### src/rtl/fetch_pkg.sv
// Shared widths, reset/NOP constants and the buffer entry type for the fetch unit.
package fetch_pkg;

  localparam int unsigned INSTR_WIDTH = 32;
  localparam int unsigned ADDR_WIDTH  = 32;

  localparam logic [ADDR_WIDTH-1:0]  RESET_PC        = 32'h0100_0000;
  localparam logic [INSTR_WIDTH-1:0] NOP_INSTRUCTION = 32'h1111_1111;
  localparam logic [ADDR_WIDTH-1:0]  WORD_ALIGN_MASK = 32'h0000_0003;

  // One decode-side buffer slot: instruction word plus the PC it was fetched from.
  typedef struct packed {
    logic [INSTR_WIDTH-1:0] instr;
    logic [ADDR_WIDTH-1:0]  pc;
  } fetch_entry_t;

  function automatic logic is_misaligned(input logic [ADDR_WIDTH-1:0] addr);
    return (addr & WORD_ALIGN_MASK) != '0;
  endfunction

endpackage

### src/rtl/instruction_fetch_unit_if.sv
// Memory, decode and redirect signals of the fetch unit; master = fetch unit side.
interface instruction_fetch_unit_if;
  import fetch_pkg::*;

  logic                   imem_readEnable;
  logic [ADDR_WIDTH-1:0]  imem_address;
  logic [INSTR_WIDTH-1:0] imem_instruction;
  logic                   dec_valid;
  logic                   dec_ready;
  logic [INSTR_WIDTH-1:0] dec_instruction;
  logic [ADDR_WIDTH-1:0]  dec_pc;
  logic                   redirect_valid;
  logic [ADDR_WIDTH-1:0]  redirect_pc;
  logic                   fetch_fault;
  logic [ADDR_WIDTH-1:0]  fault_pc;

  modport master (
    output imem_readEnable, imem_address, dec_valid, dec_instruction, dec_pc,
           fetch_fault, fault_pc,
    input  imem_instruction, dec_ready, redirect_valid, redirect_pc
  );

  modport slave (
    input  imem_readEnable, imem_address, dec_valid, dec_instruction, dec_pc,
           fetch_fault, fault_pc,
    output imem_instruction, dec_ready, redirect_valid, redirect_pc
  );

endinterface

### src/rtl/fetch_buffer.sv
// Small synchronous FIFO of {instr, pc} entries with flush; head is read combinationally.
module fetch_buffer import fetch_pkg::*; #(
  parameter int unsigned Depth = 2,
  localparam int unsigned PtrW = (Depth > 1) ? $clog2(Depth) : 1,
  localparam int unsigned CntW = $clog2(Depth + 1)
) (
  input  logic            clk_i,
  input  logic            rst_i,
  input  logic            push_i,
  input  fetch_entry_t    push_data_i,
  input  logic            pop_i,
  input  logic            flush_i,
  output fetch_entry_t    head_o,
  output logic [CntW-1:0] count_o
);

  fetch_entry_t    mem_q [Depth];
  logic [PtrW-1:0] wr_ptr_q, wr_ptr_d, rd_ptr_q, rd_ptr_d;
  logic [CntW-1:0] count_q, count_d;
  logic            push_en, pop_en;

  // Guard against popping empty or pushing into a full buffer without a pop.
  assign pop_en  = pop_i && (count_q != '0);
  assign push_en = push_i && ((count_q != CntW'(Depth)) || pop_en);

  // Pointer and occupancy next-state; flush wins over push/pop.
  always_comb begin
    wr_ptr_d = wr_ptr_q;
    rd_ptr_d = rd_ptr_q;
    count_d  = count_q + CntW'(push_en) - CntW'(pop_en);
    if (push_en) wr_ptr_d = (wr_ptr_q == PtrW'(Depth - 1)) ? '0 : wr_ptr_q + 1'b1;
    if (pop_en)  rd_ptr_d = (rd_ptr_q == PtrW'(Depth - 1)) ? '0 : rd_ptr_q + 1'b1;
    if (flush_i) begin
      wr_ptr_d = '0;
      rd_ptr_d = '0;
      count_d  = '0;
    end
  end

  // Control state with asynchronous reset.
  always_ff @(posedge clk_i or posedge rst_i) begin
    if (rst_i) begin
      wr_ptr_q <= '0;
      rd_ptr_q <= '0;
      count_q  <= '0;
    end else begin
      wr_ptr_q <= wr_ptr_d;
      rd_ptr_q <= rd_ptr_d;
      count_q  <= count_d;
    end
  end

  // Storage needs no reset; entries are only visible while counted.
  always_ff @(posedge clk_i) begin
    if (push_en && !flush_i) mem_q[wr_ptr_q] <= push_data_i;
  end

  assign head_o  = mem_q[rd_ptr_q];
  assign count_o = count_q;

endmodule

### src/rtl/instruction_fetch_unit.sv
// PC, request issue, in-flight tracking and fault control in front of the decode buffer.
module instruction_fetch_unit #(
  parameter logic [31:0] RESET_PC        = fetch_pkg::RESET_PC,
  parameter int unsigned BUF_DEPTH       = 2,
  parameter logic [31:0] NOP_INSTRUCTION = fetch_pkg::NOP_INSTRUCTION
) (
  input logic                      clk,
  input logic                      reset,
  instruction_fetch_unit_if.master bus
);
  import fetch_pkg::fetch_entry_t;
  import fetch_pkg::is_misaligned;
  import fetch_pkg::INSTR_WIDTH;

  localparam int unsigned CntW = $clog2(BUF_DEPTH + 1);

  // NOP words are data like any other; only the width has to agree with the datapath.
  if (BUF_DEPTH < 2 || $bits(NOP_INSTRUCTION) != INSTR_WIDTH) begin : g_param_check
    $error("instruction_fetch_unit: BUF_DEPTH must be >= 2 and NOP width must match");
  end

  logic [31:0]     pc_q, pc_d, inflight_pc_q, inflight_pc_d, fault_pc_q, fault_pc_d;
  logic            inflight_q, inflight_d, fault_q, fault_d;
  logic [CntW-1:0] count;
  logic [31:0]     occupancy;
  logic            dec_valid, pop, issue, push;
  fetch_entry_t    head, push_data;

  assign dec_valid = (count != '0);
  assign pop       = dec_valid & bus.dec_ready;
  // Entries held plus the one returning this cycle, less the one leaving now.
  assign occupancy = 32'(count) + 32'(inflight_q) - 32'(pop);
  assign issue     = !reset && !bus.redirect_valid && !fault_q && (occupancy < BUF_DEPTH);
  // Returning data is only meaningful while a request is outstanding.
  assign push      = inflight_q && !bus.redirect_valid;
  assign push_data = '{instr: bus.imem_instruction, pc: inflight_pc_q};

  // Next PC, in-flight and fault state; a redirect overrides sequential fetch.
  always_comb begin
    pc_d          = pc_q;
    inflight_d    = issue;
    inflight_pc_d = issue ? pc_q : inflight_pc_q;
    fault_d       = fault_q;
    fault_pc_d    = fault_pc_q;
    if (bus.redirect_valid) begin
      pc_d = bus.redirect_pc;
      if (is_misaligned(bus.redirect_pc)) begin
        fault_d    = 1'b1;
        fault_pc_d = bus.redirect_pc;
      end else begin
        fault_d = 1'b0;
      end
    end else if (issue) begin
      pc_d = pc_q + 32'd4;
    end
  end

  // Control registers with asynchronous active-high reset.
  always_ff @(posedge clk or posedge reset) begin
    if (reset) begin
      pc_q          <= RESET_PC;
      inflight_q    <= 1'b0;
      inflight_pc_q <= '0;
      fault_q       <= 1'b0;
      fault_pc_q    <= '0;
    end else begin
      pc_q          <= pc_d;
      inflight_q    <= inflight_d;
      inflight_pc_q <= inflight_pc_d;
      fault_q       <= fault_d;
      fault_pc_q    <= fault_pc_d;
    end
  end

  fetch_buffer #(
    .Depth (BUF_DEPTH)
  ) u_fetch_buffer (
    .clk_i       (clk),
    .rst_i       (reset),
    .push_i      (push),
    .push_data_i (push_data),
    .pop_i       (pop),
    .flush_i     (bus.redirect_valid),
    .head_o      (head),
    .count_o     (count)
  );

  assign bus.imem_readEnable = issue;
  assign bus.imem_address    = pc_q;
  assign bus.dec_valid       = dec_valid;
  // Zero the head while empty so stale storage never leaks onto decode.
  assign bus.dec_instruction = dec_valid ? head.instr : '0;
  assign bus.dec_pc          = dec_valid ? head.pc : '0;
  assign bus.fetch_fault     = fault_q;
  assign bus.fault_pc        = fault_pc_q;

endmodule

### src/flat_wrapper.sv
// flat-port wrapper written by rule: the top's interface ports become plain ports
module instruction_fetch_unit_flat import fetch_pkg::fetch_entry_t; import fetch_pkg::is_misaligned; import fetch_pkg::INSTR_WIDTH;
#(
  parameter logic [31:0] RESET_PC        = fetch_pkg::RESET_PC,
  parameter int unsigned BUF_DEPTH       = 2,
  parameter logic [31:0] NOP_INSTRUCTION = fetch_pkg::NOP_INSTRUCTION
)
  (clk, reset, bus_imem_readEnable, bus_imem_address, bus_dec_valid, bus_dec_instruction, bus_dec_pc, bus_fetch_fault, bus_fault_pc, bus_imem_instruction, bus_dec_ready, bus_redirect_valid, bus_redirect_pc);
  instruction_fetch_unit_if bus_i ();
  input logic clk;
  input logic reset;
  output wire logic [$bits(bus_i.imem_readEnable)-1:0] bus_imem_readEnable;
  output wire logic [$bits(bus_i.imem_address)-1:0] bus_imem_address;
  output wire logic [$bits(bus_i.dec_valid)-1:0] bus_dec_valid;
  output wire logic [$bits(bus_i.dec_instruction)-1:0] bus_dec_instruction;
  output wire logic [$bits(bus_i.dec_pc)-1:0] bus_dec_pc;
  output wire logic [$bits(bus_i.fetch_fault)-1:0] bus_fetch_fault;
  output wire logic [$bits(bus_i.fault_pc)-1:0] bus_fault_pc;
  input wire logic [$bits(bus_i.imem_instruction)-1:0] bus_imem_instruction;
  input wire logic [$bits(bus_i.dec_ready)-1:0] bus_dec_ready;
  input wire logic [$bits(bus_i.redirect_valid)-1:0] bus_redirect_valid;
  input wire logic [$bits(bus_i.redirect_pc)-1:0] bus_redirect_pc;
  assign bus_imem_readEnable = bus_i.imem_readEnable;
  assign bus_imem_address = bus_i.imem_address;
  assign bus_dec_valid = bus_i.dec_valid;
  assign bus_dec_instruction = bus_i.dec_instruction;
  assign bus_dec_pc = bus_i.dec_pc;
  assign bus_fetch_fault = bus_i.fetch_fault;
  assign bus_fault_pc = bus_i.fault_pc;
  assign bus_i.imem_instruction = bus_imem_instruction;
  assign bus_i.dec_ready = bus_dec_ready;
  assign bus_i.redirect_valid = bus_redirect_valid;
  assign bus_i.redirect_pc = bus_redirect_pc;
  instruction_fetch_unit #(.RESET_PC(RESET_PC), .BUF_DEPTH(BUF_DEPTH), .NOP_INSTRUCTION(NOP_INSTRUCTION)) u_core (.clk(clk), .reset(reset), .bus(bus_i));
endmodule
### config.mk
export PLATFORM = sky130hd
export DESIGN_NAME = instruction_fetch_unit_flat
export DESIGN_NICKNAME = d
export VERILOG_FILES = /design/src/rtl/fetch_pkg.sv /design/src/rtl/instruction_fetch_unit_if.sv /design/src/rtl/fetch_buffer.sv /design/src/rtl/instruction_fetch_unit.sv /design/src/flat_wrapper.sv
export SDC_FILE = /design/constraint.sdc
export NUM_CORES = 1
export LEC_CHECK = 0
export CAP_MARGIN = 30
export CORE_MARGIN = 4
export CORE_UTILIZATION = 46
export DETAILED_ROUTE_END_ITERATION = 16
export PLACE_DENSITY = 0.84
export SYNTH_ARGS = -nofsm -noshare
export SYNTH_HDL_FRONTEND = slang
export SYNTH_SLANG_ARGS = --single-unit
export TNS_END_PERCENT = 1
### constraint.sdc
create_clock -name clk -period 3.8 [get_ports clk]
set_clock_uncertainty 0.1 [all_clocks]
set_input_delay 0.76 -clock clk [delete_from_list [all_inputs] [get_ports clk]]
set_output_delay 0.76 -clock clk [all_outputs]
set_load 0.01 [all_outputs]
==> qor.yml <==
status:
  status: "complete, no violations"
clocking:
  cts_num_sinks: 230
  insertion_delay_ps: 510
  hold_buffers: 0
  cts_root_buf: "clkbuf_16"
  cts-buffers-inserted: 24
  clk_pin_slew_worst_paths_ps: 60
  clockBufferDepth: 3
  htreeDepth: 1
  cts_tree: "done"
setup_path:
  crit_path_max_incr_delay_ps: 410
  rr_endpoint: "u_core.bus.imem_address[30]"
  critical_path.top_delay_family: "adder cells"
  cp_common_cell: "ha_1"
  crit_fanout: 4
  reg2reg_slack_ps: 570
  crit_path_cell_trace: "ha_2, inv_1, ha_1, inv_1, ha_1, ha_1, nor4b_4, o311ai_2, nor2_4, dlygate4sd2_1"
  r2r-start: "u_core.inflight_q"
  end_kind: "primary output"
  cp.required_ps: 2940
  crit_type: "reg2out"
  cp_num_buf_inv: 3
  critPathArrivalTime_ps: 2820
  reg2regPathDepth: 12
  cp_slowest_cell: "dfrtp_1"
  worstSetupStartpointType: "flop"
synth:
  synthArstFlopShare_pct: 44.35
  synth_edf_count: 128
  synth.distinct_cells: 45
  synthesis.area_um2: 9470
  netlist_instances: 674
  synth-seq-cells: 230
  syn-num-nets: 751
  synth.yosys.seq_area_share_pct: 67.55
  yosysWarningCount: 0
  synth-main-ff-cell: "edfxtp_1"
  avgSynthCellArea_um2: 14.05
finish:
  drive_gt1_share_pct: 15.73
  utilization_pct: 62.78
  final_cell_area_um2: 12700
  n_antenna_cell: 0
  seq_area_um2: 6402
  fin_nets: 962
  final_cell_mix: "clkdlybuf4s50_1 (196), edfxtp_1 (128), dfrtp_1 (99)"
  multi_input_area_um2: 2932
  mostFrequentLayoutCell: "clkdlybuf4s50_1"
  fillers: 1539
  area_delta_synth_final_pct: 34.14
grt:
  antenna_found_initial: 0
  first_global_vias: 6304
  grt_max_degree: 56
  gr-total-overflow: 0
  grt_pass1_wl_um: 33300
  grt_use_total_pct: 18.37
detailed_routing:
  viasPerCell: 5.120
  drt_iter0_drc: 330
  routedWlPerCell_um: 18.00
  drt_pass1_iterations: 4
  via_count: 6006
  final_antenna_net_count: 0
  drc: 0
  routed_wl_um: 21110
timing:
  min_period_over_period_pct: 96.73
  maxSlewViolCount: 0
  finalSetupViolCount: 0
  tightest_slew_ps: 862.2
  rsz0062_at_grt: "no"
  max-slew-margin-rel_pct: 41.61
  fin_ws_ps: 124.2
  fmax_mhz: 272.0
  hold_viol: 0
  min_period_ps: 3676
power:
  p_seq_share_pct: 45.1
  ir_worst_vdd_v: 0.0003175
  power.density_nw_per_um2: 585.6
  pwr-share-comb_pct: 22.8
  power.static_leakage_nw: 4.600
  power_switching_mw: 1.982
  cellInternalPower_mw: 5.457
  netSwitchingFraction_pct: 26.64
  power_frac_clock_pct: 32.1
worst_hold_path:
  hold_end: "u_core.u_fetch_buffer.mem_q[0][16]"
  hp-start: "u_core.inflight_pc_q[16]"
  hold_depth: 0
  hold_path_class: "reg2reg"
placement:
  place_area_um2: 11850
  gp_congestion: 0.7992
  dp_hpwl_um: 14610
  port_buffers: 198
  dp_slack_ps: -143.6
die:
  die_area_um2: 22950
  io_pins: 199
  coreArea_um2: 20230
  die_h_um: 151.5
  num_rows: 52
  start_util_pct: 46.80
  die_w_um: 151.5
run:
  cap_violations: 0
cells in the mapped netlist (all sizes together) (10+ instances only):
cell      n  area [um2]
nand4    11       83.83
o21ai    35       178.9
inv      15       56.30
xnor2    21       183.9
mux2i    65       650.6
nor2     78       292.8
buf      15       65.07
nand2    44       165.2
nand3    11       55.05
clkbuf   19       71.32
nor4     10       77.57
edfxtp  128        3844
dfrtp   101        2527
mux2     62       698.2
power groups by stage:
stage	sequential (mW)	clock, mW	combinational, mW
3_5_place_dp	3.40	0	1.71
3_3_place_gp	3.37	0	1.66
6_report	3.35	2.39	1.70
4_1_cts	3.36	2.45	1.72
2_1_floorplan	3.30	0	0.888
5_1_grt	3.40	2.56	1.85
worst max-delay path by stage:
stage / end / cells after the start / startpoint
3_5_place_dp: bus_imem_readEnable / 9 / bus_dec_ready
6_report: bus_imem_readEnable / 10 / u_core.inflight_q
2_1_floorplan: u_core.u_fetch_buffer.mem_q[0][0] / 4 / bus_redirect_valid
3_3_place_gp: bus_imem_readEnable / 9 / bus_dec_ready
4_1_cts: bus_imem_readEnable / 10 / u_core.inflight_q
5_1_grt: bus_imem_readEnable / 10 / u_core.inflight_q
worst reg2reg max path, delay by kind of cell, from the launching register on:
family                     cells  cell delay [ps]
DFF                            1              410
AOI/OAI and AO/OA              1              160
and+or+nand+nor                4             1270
buffers and inverters          3              330
adders and majority gates      4              880
state kept, by name (all words and copies together), names as in the netlist, 2 cells and up:
signal                         cells
u_core.u_fetch_buffer.mem_q      128
u_core.bus.fault_pc               32
u_core.bus.imem_address           32
u_core.inflight_pc_q              32
u_core.u_fetch_buffer.count_o      2
per-layer routing:
layer	share of wire, %	vias up	global-route usage [%]
met4	1.8	0	5.440
li1	-	2870	-
met1	39	2912	22.37
met3	7.9	31	4.432
met5	0	-	0
met2	51	193	32.47
stage by stage:
stage | total power, mW | hold slack (ps) | std cells | TNS, ps
detailed placement | 5.107 | 355.6 | 1127 | -143.6
floorplan | 4.190 | 338.2 | 674 | -89290
finish | 7.439 | 369.0 | 1173 | 0
global placement | 5.032 | 347.3 | 1127 | -118.5
global route | 7.804 | 384.2 | 1173 | 0
CTS | 7.527 | 367.7 | 1171 | 0
cells by family after synthesis:
group	synth area share [%]
xor gates and xnor gates	2.497
adders and majority gates	1.268
AOI/OAI and AO/OA	3.065
muxes	14.24
buffers and inverters	2.035
and+or+nand+nor	9.341
DFF	67.55
cell type report:
| cell class | count | share of cell area, % |
|---|---|---|
| clock buffers | 33 | 5.654 |
| well taps | 270 | 2.659 |
| multi-input cells | 395 | 23.08 |
| repair buffers | 219 | 16.89 |
| flip-flops and latches | 230 | 50.40 |
| clock inverters | 11 | 0.8569 |
| inverters | 15 | 0.4629 |
what timing repair did:
| action | CTS | global route |
|---|---|---|
| resized for setup | 4 | 1 |
| endpoints found under the setup margin | 1 | 1 |
| buffers inserted | 0 | 2 |
| endpoints found under the hold margin | 0 | 0 |
Note: power is estimated with default switching activity, not from simulation.
